==> config.mk <==
export PLATFORM = sky130hd
export DESIGN_NAME = ocl_tile_responder
export DESIGN_NICKNAME = d
export VERILOG_FILES = /design/src/rtl/ocl_tile_responder.sv
export SDC_FILE = /design/constraint.sdc
export NUM_CORES = 1
export LEC_CHECK = 0
export ABC_CLOCK_PERIOD_IN_PS = 1720
export CAP_MARGIN = 20
export CORE_MARGIN = 2
export CORE_UTILIZATION = 39
export CTS_BUF_LIST = sky130_fd_sc_hd__clkbuf_4 sky130_fd_sc_hd__clkbuf_8
export CTS_CLUSTER_DIAMETER = 150
export DETAILED_ROUTE_END_ITERATION = 12
export PLACE_DENSITY = 0.8
export SKIP_CTS_REPAIR_TIMING = 1
export SYNTH_ARGS = -nofsm -noshare
export SYNTH_HDL_FRONTEND = slang
export SYNTH_SLANG_ARGS = --single-unit
==> constraint.sdc <==
create_clock -name clk -period 1.72 [get_ports clk]
set_input_delay 0.172 -clock clk [delete_from_list [all_inputs] [get_ports clk]]
set_output_delay 0.172 -clock clk [all_outputs]
set_load 0.01 [all_outputs]
==> src/rtl/ocl_tile_responder.sv <==
`timescale 1ns/1ps
// Per-tile OCL slave: one single-beat AW/W or AR at a time, turned into local register strobes.
// Define OCL_RD_TIMEOUT_EN to bound the read-data wait (TIMEOUT_CYCLES, ERR_DATA).
module ocl_tile_responder #(
  parameter int unsigned TIMEOUT_CYCLES = 1024,
  parameter logic [31:0] ERR_DATA       = 32'hDEAD_BEEF
) (
  input  logic        clk,
  input  logic        rstn,
  input  logic        ocl_awvalid,
  output logic        ocl_awready,
  input  logic [31:0] ocl_awaddr,
  input  logic        ocl_wvalid,
  output logic        ocl_wready,
  input  logic [31:0] ocl_wdata,
  output logic        ocl_bvalid,
  input  logic        ocl_bready,
  input  logic        ocl_arvalid,
  output logic        ocl_arready,
  input  logic [31:0] ocl_araddr,
  output logic        ocl_rvalid,
  output logic [31:0] ocl_rdata,
  input  logic        ocl_rready,
  output logic        reg_wvalid,
  output logic [15:0] reg_waddr,
  output logic [31:0] reg_wdata,
  output logic        reg_rvalid,
  output logic [15:0] reg_raddr,
  input  logic        reg_rdata_valid,
  input  logic [31:0] reg_rdata,
  output logic        rd_timeout
);

  typedef enum logic [2:0] {
    S_IDLE,
    S_WAIT_W,
    S_WRITE,
    S_SEND_B,
    S_READ_REQ,
    S_WAIT_RD,
    S_SEND_R
  } state_t;

  state_t      r_state;
  logic [15:0] r_waddr;
  logic [15:0] r_raddr;
  logic [31:0] r_wdata;
  logic [31:0] r_rdata;

  // Address bits above the component id are decoded by the fan-out.
  logic w_unused_addr_hi;
  assign w_unused_addr_hi = ^{ocl_awaddr[31:16], ocl_araddr[31:16]};

`ifdef OCL_RD_TIMEOUT_EN
  logic [31:0] r_cnt;
  logic        r_rd_timeout;
  logic        w_expire;
  assign w_expire   = (r_cnt + 32'd1 == TIMEOUT_CYCLES);
  assign rd_timeout = r_rd_timeout;
`else
  logic w_unused_cfg;
  assign w_unused_cfg = ^{ERR_DATA, TIMEOUT_CYCLES};
  assign rd_timeout   = 1'b0;
`endif

  always_ff @(posedge clk or negedge rstn) begin
    if (!rstn) begin
      r_state <= S_IDLE;
      r_waddr <= '0;
      r_raddr <= '0;
      r_wdata <= '0;
      r_rdata <= '0;
`ifdef OCL_RD_TIMEOUT_EN
      r_cnt        <= '0;
      r_rd_timeout <= 1'b0;
`endif
    end else begin
`ifdef OCL_RD_TIMEOUT_EN
      r_rd_timeout <= 1'b0;
`endif
      case (r_state)
        S_IDLE: begin
          if (ocl_awvalid) begin
            r_waddr <= ocl_awaddr[15:0];
            r_state <= S_WAIT_W;
          end else if (ocl_arvalid) begin
            r_raddr <= ocl_araddr[15:0];
            r_state <= S_READ_REQ;
`ifdef OCL_RD_TIMEOUT_EN
            r_cnt   <= '0;
`endif
          end
        end
        S_WAIT_W: begin
          if (ocl_wvalid) begin
            r_wdata <= ocl_wdata;
            r_state <= S_WRITE;
          end
        end
        S_WRITE: r_state <= S_SEND_B;
        S_SEND_B: begin
          if (ocl_bready) r_state <= S_IDLE;
        end
        // Component data is accepted in the request cycle too (zero-latency components).
        S_READ_REQ, S_WAIT_RD: begin
          if (reg_rdata_valid) begin
            r_rdata <= reg_rdata;
            r_state <= S_SEND_R;
          end
`ifdef OCL_RD_TIMEOUT_EN
          else if (w_expire) begin
            r_rdata      <= ERR_DATA;
            r_rd_timeout <= 1'b1;
            r_state      <= S_SEND_R;
          end else begin
            r_cnt   <= r_cnt + 32'd1;
            r_state <= S_WAIT_RD;
          end
`else
          else begin
            r_state <= S_WAIT_RD;
          end
`endif
        end
        S_SEND_R: begin
          if (ocl_rready) r_state <= S_IDLE;
        end
        default: r_state <= S_IDLE;
      endcase
    end
  end

  assign ocl_awready = (r_state == S_IDLE);
  assign ocl_arready = (r_state == S_IDLE);
  assign ocl_wready  = (r_state == S_WAIT_W);
  assign ocl_bvalid  = (r_state == S_SEND_B);
  assign ocl_rvalid  = (r_state == S_SEND_R);
  assign ocl_rdata   = r_rdata;
  assign reg_wvalid  = (r_state == S_WRITE);
  assign reg_rvalid  = (r_state == S_READ_REQ);
  assign reg_waddr   = r_waddr;
  assign reg_wdata   = r_wdata;
  assign reg_raddr   = r_raddr;

endmodule
Yosys cells after proc, flatten, opt, wreduce, memory -nomap -nowiden --
Cells that the tools add are included. W data, S select, Z words.
Storage, ports and cells: register bits after elaboration 99, input port bits 136
Cells by class: equal/unequal tests 10, mux-type cells 7, bitwise operators 1, reductions and logical operators 7
Operators with widths (number):
- $pmux W3 S6 | 1
- $mux W3 | 5
- $eq A3 B3 Y1 const B | 3
- $eq A3 B2 Y1 const B | 2
- $reduce_and A2 Y1 | 3
- $ne A2 B1 Y1 const B | 2
- $reduce_and A4 Y1 | 1
- $eq A3 B1 Y1 const B | 1
- $logic_not A3 Y1 | 1
- $ne A3 B3 Y1 const B | 1
- $reduce_and A3 Y1 | 1
- $mux W2 | 1
- $ne A2 B2 Y1 const B | 1
- $reduce_or A2 Y1 | 1
- $not A1 Y1 | 1

Longest topological paths before layout --
Gate-level depths: netlist of the first run.
depth in word-level cells 3, depth in mapped cells 6, gate-level depth less buffers 3

Least setup slack after synthesis of the first run --
No wires, ideal clock.
path kind reg-to-reg, start point register r_state[1], end point register r_waddr[10] (netlist: reg_waddr[10]), setup time 125 ps, arrival time 1525 ps, slack 70 ps, cell stages (with the launch flop) 7, clock period less this slack 1650 ps, cells stage by stage dfrtp_1 > buf_6 > nor3_4 > and2_4 > buf_8 > buf_12 > mux2_4
Between the ends: longest elaborated chain between the ends 2
Ends and longest elaborated chain:
- start, declared | line 44 | state_t r_state;
- start signal, assigned | line 68 | r_state <= S_IDLE;
- start signal, assigned | line 85 | r_state <= S_WAIT_W;
- start signal, assigned | line 88 | r_state <= S_READ_REQ;
- $logic_not A3 Y1
- net ocl_arready | line 19 | output logic ocl_arready,
- $reduce_and A2 Y1 (no line)
- end signal, assigned | line 84 | r_waddr <= ocl_awaddr[15:0];
- end, declared | line 45 | logic [15:0] r_waddr;
The timed path passes the listed nets, and every way through them passes these cells. A chain may end at the register's enable or synchronous reset.

Final worst setup path of the first run --
start point register r_state[2], end point register r_wdata[4] (netlist: reg_wdata[4])
Between the ends: longest elaborated chain between the ends 2
Ends and longest elaborated chain:
- $eq A3 B1 Y1 | line 81 | case (r_state)
- $reduce_and A2 Y1 (no line)
- end signal, assigned | line 96 | r_wdata <= ocl_wdata;
- end, declared | line 47 | logic [31:0] r_wdata;
No other way between the ends.

==> results.py, run 1 <==
metrics = {
    "routing": {
        "drt-total-wl_mm": 9.686,
        "vias": 2726,
        "post_drt_wl_per_cell_um": 16.47,
        "viasPerCell": 4.636,
        "drt-initial-drc-count": 67,
        "firstDrtPassIters": 4,
        "antenna_left": 0,
        "drc_errors": 0,
    },
    "sta": {
        "fin_crit_sh_pct": 94.38,
        "fmax_mhz": 616.0,
        "grt_setup_unrepaired": "no",
        "finClkSkew_ns": 0.01036,
        "final.min_clock_period_ns": 1.623,
        "hold_violations": 0,
        "setup_violations": 0,
        "fin_tns_setup_ns": 0,
        "drv_slew": 0,
    },
    "layout": {
        "drive_gt1_share_pct": 29.67,
        "final_nets": 586,
        "antenna_cells": 0,
        "syn_to_final_growth_pct": 60.93,
        "fill_cells": 751,
        "stdcell_area_um2": 6447,
    },
    "synth": {
        "synth_top_area_share_pct": 61.84,
        "netlist_top_cells_area": "dfrtp_1 62%, mux2_2 22%, mux2_4 7.5%, buf_6 1.7%, nor3b_1 0.75%",
        "ys_types": 24,
        "synth_seq_cells": 99,
        "ys_async_sr_fraction_pct": 100.0,
        "synth_edf_count": 0,
        "avgSynthCellArea_um2": 16.98,
        "yosysWarnings": 0,
        "synth.net_count": 372,
        "synthFlopType": "dfrtp_1",
        "syn_area_um2": 4006,
        "yosys-top-cells-count": "99 x dfrtp_1, 78 x mux2_2, 20 x mux2_4, 6 x buf_6",
        "yosysMostFrequentCell": "dfrtp_1",
        "synthCells": 236,
        "synth_top_area_cell": "dfrtp_1",
        "seq_area_frac_synth_pct": 61.84,
    },
    "power": {
        "p_switching_mw": 3.361,
        "p_sw_share_pct": 29.69,
        "p_clk_share_pct": 14.1,
        "power_mw": 11.32,
        "power_density_nw_per_um2": 1756,
        "seq_power_share_pct": 36.9,
        "p_int_mw": 7.958,
        "power.leakage_nw": 2.845,
        "comb_power_share_pct": 49.0,
        "ir_worst_vdd_uv": 790.5,
    },
    "clocking": {
        "path_clk_slew_ns": 0.09,
        "clockBufferDepth": 2,
        "clk_latency_ns": 0.35,
        "cts.sinks": 99,
        "root_buffer": "clkbuf_8",
        "cts_buffers": 9,
        "htree_levels": 3,
        "cts_tree": "built",
    },
    "critical_path": {
        "cp.required_ns": 1.97,
        "rrSetupSlack_ns": 0.1,
        "critPathLaunchType": "flop",
        "end_kind": "flop",
        "crit_type": "flop to flop",
        "crit_fanout": 32,
        "crit_arrival_ns": 1.87,
    },
    "floorplanning": {
        "die_w_um": 105.4,
        "core_area_um2": 9864,
        "rows": 36,
        "die_area_um2": 11100,
        "die-height_um": 105.4,
        "initial_core_util_pct": 40.61,
        "boundaryPins": 240,
    },
    "global_route": {
        "gr-usage-all-layers_pct": 18.12,
        "grt_pass1_vias": 3029,
        "grt_max_degree": 51,
        "grt_pass1_wl_mm": 15.56,
        "antenna_found_initial": 0,
        "globalRouteOverflowTotal": 0,
    },
    "flow_run": {
        "cap_violations": 0,
    },
    "worst_hold_path": {
        "hold_path_class": "input pin to async pin",
    },
    "placed_design": {
        "dp.final_hpwl_mm": 7.369,
        "gp_congestion": 0.7561,
        "placed_area_um2": 6205,
        "portBuffers": 206,
    },
    "outcome": {
        "status": "finished clean",
    },
}
## registers in the layout (all words and copies together), names as in the netlist
signal / count
ocl_rdata: 32
r_state: 3
reg_raddr: 16
reg_waddr: 16
reg_wdata: 32
## cell usage in the layout (no fill, tap or decap), types with 2 or more instances in the layout
master and n:
a21oi_1 2, nor2_1 4, mux2_2 78, bufinv_16 2
buf_12 3, clkbuf_8 9, nor3b_1 4, mux2i_1 2
or4_1 2, buf_4 8, clkinv_2 4, dlymetal6s2s_1 7
dfrtp_2 3, dfrtp_1 96, clkdlybuf4s50_1 198, mux2_4 20
## metrics by stage
step / setup WS, ns / instances / hold WS (ns) / util (%)
final: 0.09671 / 588 / 0.2852 / 65.36
after floorplan: 0.06977 / 236 / -0.1236 / -
after detailed placement: 0.07431 / 571 / 0.1232 / 62.90
after CTS: -0.2701 / 587 / -0.2811 / 65.04
after global routing: 0.02966 / 588 / 0.3017 / 65.36
after global placement: 0.1114 / 571 / 0.1252 / 62.90
## final cells by class
| type | count | area [µm²] | area share (%) |
|---|---|---|---|
| flip-flops and latches | 99 | 2481 | 38.48 |
| repair buffers | 217 | 2200 | 34.12 |
| multi-input cells | 122 | 1385 | 21.48 |
| well taps | 133 | 166.4 | 2.581 |
| clock buffers | 10 | 131.4 | 2.038 |
| clock inverters | 6 | 80.08 | 1.242 |
| inverters | 1 | 3.754 | 0.05822 |
## worst max-delay path: stages (launching register included)
cell and delay, ns:
dfrtp_2 0.47, nand2b_4 0.20, nor3b_4 0.23, buf_12 0.23
mux2_2 0.36
## worst paths after layout
path                               start       endpoint  cells after the start
min in group clk           reg_rdata[25]  ocl_rdata[25]                      2
max                           r_state[2]   reg_wdata[4]                      4
min                                 rstn  reg_waddr[15]                      2
min reg2reg                reg_wdata[16]  reg_wdata[16]                      1
max reg2reg                   r_state[2]   reg_wdata[4]                      4
max in group asynchronous           rstn  reg_raddr[13]                      3
## power groups by stage
stage | Sequential (mW) | Combinational [mW] | Clock, mW
2_1_floorplan | 4.66 | 2.07 | 0
3_3_place_gp | 4.13 | 5.51 | 0
3_5_place_dp | 4.21 | 5.63 | 0
4_1_cts | 4.18 | 5.64 | 1.66
5_1_grt | 4.35 | 5.89 | 1.76
6_report | 4.18 | 5.54 | 1.60
## logic make-up (layout without fill, tap and decap cells)
| kind of cell | count (synthesis) | after routing | synth area share (%) |
|---|---|---|---|
| AND/OR/NAND/NOR | 17 | 17 | 3.810 |
| multiplexers | 100 | 100 | 29.92 |
| buffers and inverters | 15 | 234 | 3.591 |
| flip-flops | 99 | 99 | 61.84 |
| AO/OA/AOI/OAI | 4 | 4 | 0.7496 |
| other | 1 | 1 | 0.09360 |
## per-layer routing
metal	global-route usage, %	vias to the layer above	routed length [µm]
li1	-	1251	-
met1	21.01	1349	3828
met2	31.57	119	4942
met3	6.246	7	821
met4	5.429	0	94
met5	0	-	0
No activity file was read; power rests on OpenSTA's default activity.
==> run 2: changes to the inputs <==
CORE_MARGIN = default   (was 2)
==> run 2 against run 1 <==
Compared with the run above: sequential power is essentially flat; final area up 0.33%; largest cell class unchanged; die area is 3.8% lower; core utilization is 0.22 points higher; total power is 0.93% higher; register-to-register slack barely moved; first-iteration DRC count is 22% lower; global-route usage down 1.2 points; worst hold slack gained 0.0052 ns.
==> results.py, run 2 (synthesized netlist as in run 1, its figures left out) <==
metrics = {
    "outcome": {
        "status": "finished clean",
    },
    "layout": {
        "antenna_cells": 0,
        "final_cell_mix": "198 x clkdlybuf4s50_1, 96 x dfrtp_1, 78 x mux2_2, 20 x mux2_4, 9 x clkbuf_8",
        "utilization_pct": 65.58,
        "final_common_cell": "clkdlybuf4s50_1",
        "syn_to_final_growth_pct": 61.46,
        "drive_gt1_share_pct": 29.58,
        "fin_cells": 586,
        "final_nets": 586,
    },
    "floorplanning": {
        "die-height_um": 103.4,
        "core_area_um2": 9864,
        "initial_core_util_pct": 40.61,
        "die_w_um": 103.4,
        "die_area_um2": 10680,
        "rows": 36,
        "boundaryPins": 240,
    },
    "critical_path": {
        "crit_arrival_ns": 1.84,
        "crit_fanout": 16,
        "cp.required_ns": 1.95,
        "crit_type": "flop to flop",
        "r2r_end": "reg_raddr[7]",
        "r2r-start": "r_state[0]",
        "end_kind": "flop",
        "rrSetupSlack_ns": 0.11,
        "r2r_cells": 4,
        "critPathLaunchType": "flop",
    },
    "placed_design": {
        "dp.final_hpwl_mm": 6.904,
        "portBuffers": 206,
        "place_inst": 570,
        "gp_congestion": 0.7763,
    },
    "sta": {
        "fin_tns_setup_ns": 0,
        "setup_violations": 0,
        "fin_crit_sh_pct": 93.86,
        "finClkSkew_ns": 0.008975,
        "drv_slew": 0,
        "final.min_clock_period_ns": 1.614,
        "fmax_mhz": 619.4,
        "hold_violations": 0,
        "grt_setup_unrepaired": "no",
    },
    "routing": {
        "viasPerCell": 4.688,
        "drt-initial-drc-count": 52,
        "vias": 2747,
        "drt-total-wl_mm": 9.279,
        "post_drt_wl_per_cell_um": 15.83,
        "drc_errors": 0,
        "firstDrtPassIters": 4,
        "antenna_left": 0,
    },
    "power": {
        "power_mw": 11.42,
        "power.leakage_nw": 2.848,
        "ir_worst_vdd_uv": 903.1,
        "power_density_nw_per_um2": 1766,
    },
    "global_route": {
        "grt_pass1_vias": 2791,
        "grt_max_degree": 50,
        "grt_pass1_wl_mm": 13.46,
        "globalRouteOverflowTotal": 0,
        "antenna_found_initial": 0,
        "gr-usage-all-layers_pct": 16.93,
    },
    "clocking": {
        "root_buffer": "clkbuf_8",
        "cts.sinks": 99,
        "cts_buffers": 9,
        "clk_latency_ns": 0.35,
        "htree_levels": 3,
        "path_clk_slew_ns": 0.09,
        "clockBufferDepth": 2,
        "cts_tree": "built",
    },
    "worst_hold_path": {
        "hold_path_class": "input pin to async pin",
    },
    "flow_run": {
        "cap_violations": 0,
    },
}
==> run 2: how the worst max path moves through the flow <==
stage / depth (start not counted) / slack, ns / endpoint / from
final: 4 / 0.11 / reg_raddr[7] / r_state[0]
after global routing: 4 / 0.04 / reg_raddr[7] / r_state[0]
after CTS: 3 / -0.33 / reg_wvalid / r_state[1]
after detailed placement: 4 / 0.03 / reg_wdata[2] / r_state[0]
after global placement: 4 / 0.08 / reg_wdata[7] / r_state[0]
after floorplan: 6 / 0.07 / reg_waddr[10] / r_state[1]
==> run 2: metal layers <==
metal	routed length, µm	vias to the layer above	track usage [%]	share of wire (%)
met5	0	-	0	0
met4	105	0	4.334	1.1
met3	934	9	7.863	10
met2	4641	127	28.37	50
met1	3598	1349	19.62	39
li1	-	1262	-	-
==> run 2: power by group <==
part           switching [mW]  total (mW)  internal (mW)  leakage, nW
combinational            1.93        5.55           3.62         1.55
clock                   0.754        1.70          0.951        0.115
sequential              0.658        4.17           3.51         1.18
==> run 2: worst max-delay path, cell delays in order, from the launching register on <==
cell and delay (ns):
dfrtp_2 0.50, nor3_4 0.19, buf_4 0.16, nand3b_4 0.26
mux2_4 0.39
==> run 2: cell type report <==
cell class,instances,area (µm²)
multi-input combinational,122,1390
inverter,1,3.754
fill,733,3396
timing repair buffer,217,2200
sequential,99,2481
tap,133,166.4
clock inverter,5,103.9
clock buffer,9,123.9
==> run 2: through the flow <==
stage | setup WS (ns) | hold WS (ns) | cell area (µm²)
2_1_floorplan | 0.06977 | -0.1236 | 4006
4_1_cts | -0.3347 | -0.2464 | 6425
6_report | 0.1055 | 0.2904 | 6469
3_5_place_dp | 0.03390 | 0.1525 | 6197
3_3_place_gp | 0.08446 | 0.1395 | 6197
5_1_grt | 0.03792 | 0.3255 | 6469
==> run 3: changes to the inputs <==
ABC_AREA = 1   (was default)
CORE_AREA = 2 2 94 96   (was default)
CORE_UTILIZATION = default   (was 39)
DIE_AREA = 0 0 96 98   (was default)
DONT_BUFFER_PORTS = 1   (was default)
PLACE_DENSITY = 0.61   (was 0.8)
==> run 3 against run 2 <==
Compared with the run above: sequential cell count did not move; critical endpoint is now ocl_awready; via count rose by 10%; critical path depth did not move; the run now ends with negative hold slack left; cell count rose by 1.2%.
==> results.py, run 3 <==
metrics = {
    "floorplanning": {
        "die_area_um2": 9408,
        "die-height_um": 98,
        "rows": 34,
        "boundaryPins": 240,
        "core_area_um2": 8466,
        "initial_core_util_pct": 48.94,
        "die_w_um": 96,
    },
    "critical_path": {
        "cp.required_ns": 1.55,
        "critPathLaunchType": "flop",
        "worst-path-buf-inv": 2,
        "crit_chain": "nor2_2, nand2_2, clkinv_2, buf_6",
        "crit_type": "flop to output pin",
        "crit_fanout": 12,
        "r2r_cells": 6,
        "crit_cells": 4,
        "crit_end": "ocl_awready",
        "crit_family": "flip-flops",
        "crit_path_max_incr_delay_ns": 0.46,
        "rrSetupSlack_ns": 0.19,
        "crit_slowest_cell": "dfrtp_1",
        "startpoint": "r_state[2]",
        "end_kind": "output pin",
        "r2r_end": "reg_wdata[30]",
        "crit_arrival_ns": 1.43,
        "r2r-start": "r_state[2]",
    },
    "outcome": {
        "violations": "negative hold slack",
        "status": "complete, but fails checks",
    },
    "synth": {
        "yosysMostFrequentCell": "nand2_1",
        "netlist_top_cells_area": "dfrtp_1 60%, nand2_1 11%, mux2_4 11%, nand3_1 6.5%, buf_6 2.4%",
        "yosysWarnings": 0,
        "synth_edf_count": 0,
        "synth_seq_cells": 99,
        "yosys-top-cells-count": "120 x nand2_1, 99 x dfrtp_1, 54 x nand3_1, 29 x mux2_4, 24 x inv_1",
        "synth_top_area_share_pct": 59.80,
        "avgSynthCellArea_um2": 10.70,
        "synthFlopType": "dfrtp_1",
        "synthCells": 387,
        "syn_area_um2": 4143,
        "synth_top_area_cell": "dfrtp_1",
        "ys_types": 25,
        "seq_area_frac_synth_pct": 59.80,
        "ys_async_sr_fraction_pct": 100.0,
        "synth.net_count": 523,
    },
    "global_route": {
        "grt_max_degree": 100,
        "grt_pass1_wl_mm": 13.10,
        "globalRouteOverflowTotal": 0,
        "gr-usage-all-layers_pct": 18.03,
        "grt_pass1_vias": 2621,
        "antenna_found_initial": 0,
    },
    "clocking": {
        "cts_tree": "built",
        "htree_levels": 3,
        "cts.sinks": 99,
        "clockBufferDepth": 2,
        "root_buffer": "clkbuf_8",
        "clk_latency_ns": 0.35,
        "path_clk_slew_ns": 0.09,
        "cts_buffers": 9,
    },
    "sta": {
        "drv_slew": 0,
        "final.min_clock_period_ns": 1.605,
        "tightestPinTransition_ns": 0.6103,
        "hold_violations": 99,
        "setup_violations": 0,
        "fmax_mhz": 622.9,
        "slew_headroom_pct": 59.18,
        "fin_tns_setup_ns": 0,
        "holdWs_ns": -0.4936,
        "finClkSkew_ns": 0.007567,
        "fin_crit_sh_pct": 93.34,
        "grt_setup_unrepaired": "no",
    },
    "power": {
        "power_density_nw_per_um2": 1652,
        "p_clk_share_pct": 18.0,
        "p_int_mw": 5.533,
        "p_switching_mw": 3.376,
        "p_sw_share_pct": 37.90,
        "power.leakage_nw": 2.757,
        "comb_power_share_pct": 27.8,
        "ir_worst_vdd_uv": 884.2,
        "seq_power_share_pct": 54.2,
    },
    "flow_run": {
        "cap_violations": 0,
    },
    "routing": {
        "viasPerCell": 5.099,
        "post_drt_wl_per_cell_um": 16.85,
        "firstDrtPassIters": 4,
        "drc_errors": 0,
        "antenna_left": 0,
        "drt-initial-drc-count": 118,
        "drt-total-wl_mm": 9.994,
        "vias": 3024,
    },
    "placed_design": {
        "portBuffers": 0,
        "dp.final_hpwl_mm": 5.885,
        "gp_congestion": 0.8051,
    },
    "worst_hold_path": {
        "hold_path_class": "input pin to async pin",
    },
    "layout": {
        "multi_input_area_um2": 1394,
        "regArea_um2": 2477,
        "final_nets": 617,
        "syn_to_final_growth_pct": 30.20,
        "antenna_cells": 0,
        "final_cell_mix": "120 x nand2_1, 99 x dfrtp_1, 98 x dlygate4sd3_1, 54 x nand3_1, 29 x mux2_4",
        "final_common_cell": "nand2_1",
        "fill_cells": 652,
        "utilization_pct": 63.72,
        "drive_gt1_share_pct": 13.40,
    },
}
[run 3: cell families (layout without fill, tap and decap cells)]
| group | count (synthesis) | in the layout | share of synthesized area (%) |
|---|---|---|---|
| flip-flops | 99 | 99 | 59.80 |
| buffers and inverters | 49 | 147 | 6.554 |
| multiplexers | 32 | 32 | 11.33 |
| AO/OA/AOI/OAI | 20 | 20 | 2.477 |
| AND/OR/NAND/NOR | 186 | 186 | 19.75 |
| other | 1 | 1 | 0.09052 |
[run 3: worst min-delay path by stage]
stage	startpoint	to	slack, ns
finish	rstn	reg_raddr[7]	-0.49
global route	rstn	reg_wdata[14]	-0.52
CTS	rstn	reg_raddr[15]	-0.52
detailed placement	rstn	reg_raddr[15]	-0.12
global placement	rstn	reg_raddr[1]	-0.12
floorplan	rstn	ocl_rdata[0]	-0.12
[run 3: through the flow]
step                power (mW)  instances  area, µm²  setup slack (ns)
floorplan                6.599        387       4143            0.4529
CTS                      8.707        494       4384          0.002925
global route             9.535        593       5394           0.01175
detailed placement       7.074        479       4169            0.2212
global placement         6.948        479       4169            0.2512
finish                   8.909        593       5394            0.1146
[run 3: final cells by class]
cell class / instances / area share, %
clock inverters: 5 / 1.438
well taps: 108 / 2.505
repair buffers: 106 / 19.90
multi-input cells: 239 / 25.84
inverters: 26 / 1.833
flip-flops and latches: 99 / 45.93
clock buffers: 10 / 2.552
[run 3: routing by layer]
layer	vias to the layer above	GRT usage (%)	share of wire (%)
met5	-	0	0
met4	0	7.143	1.9
met3	18	6.559	8.6
met2	132	28.90	51
met1	1452	21.97	39
li1	1422	-	-
[run 3: worst register-to-register path, cell delays in order, from the launching register on]
cell     delay (ns)
dfrtp_1        0.46
nor2_2         0.17
nand2_1        0.10
inv_2          0.08
nand2_2        0.33
nand2_1        0.19
nand2_1        0.08
[run 3: power groups by stage]
stage / clock, mW / sequential (mW) / combinational [mW]
final: 1.61 / 4.83 / 2.47
after global routing: 1.75 / 4.96 / 2.83
after CTS: 1.66 / 4.82 / 2.23
after detailed placement: 0 / 4.84 / 2.23
after global placement: 0 / 4.82 / 2.13
after floorplan: 0 / 4.57 / 2.03
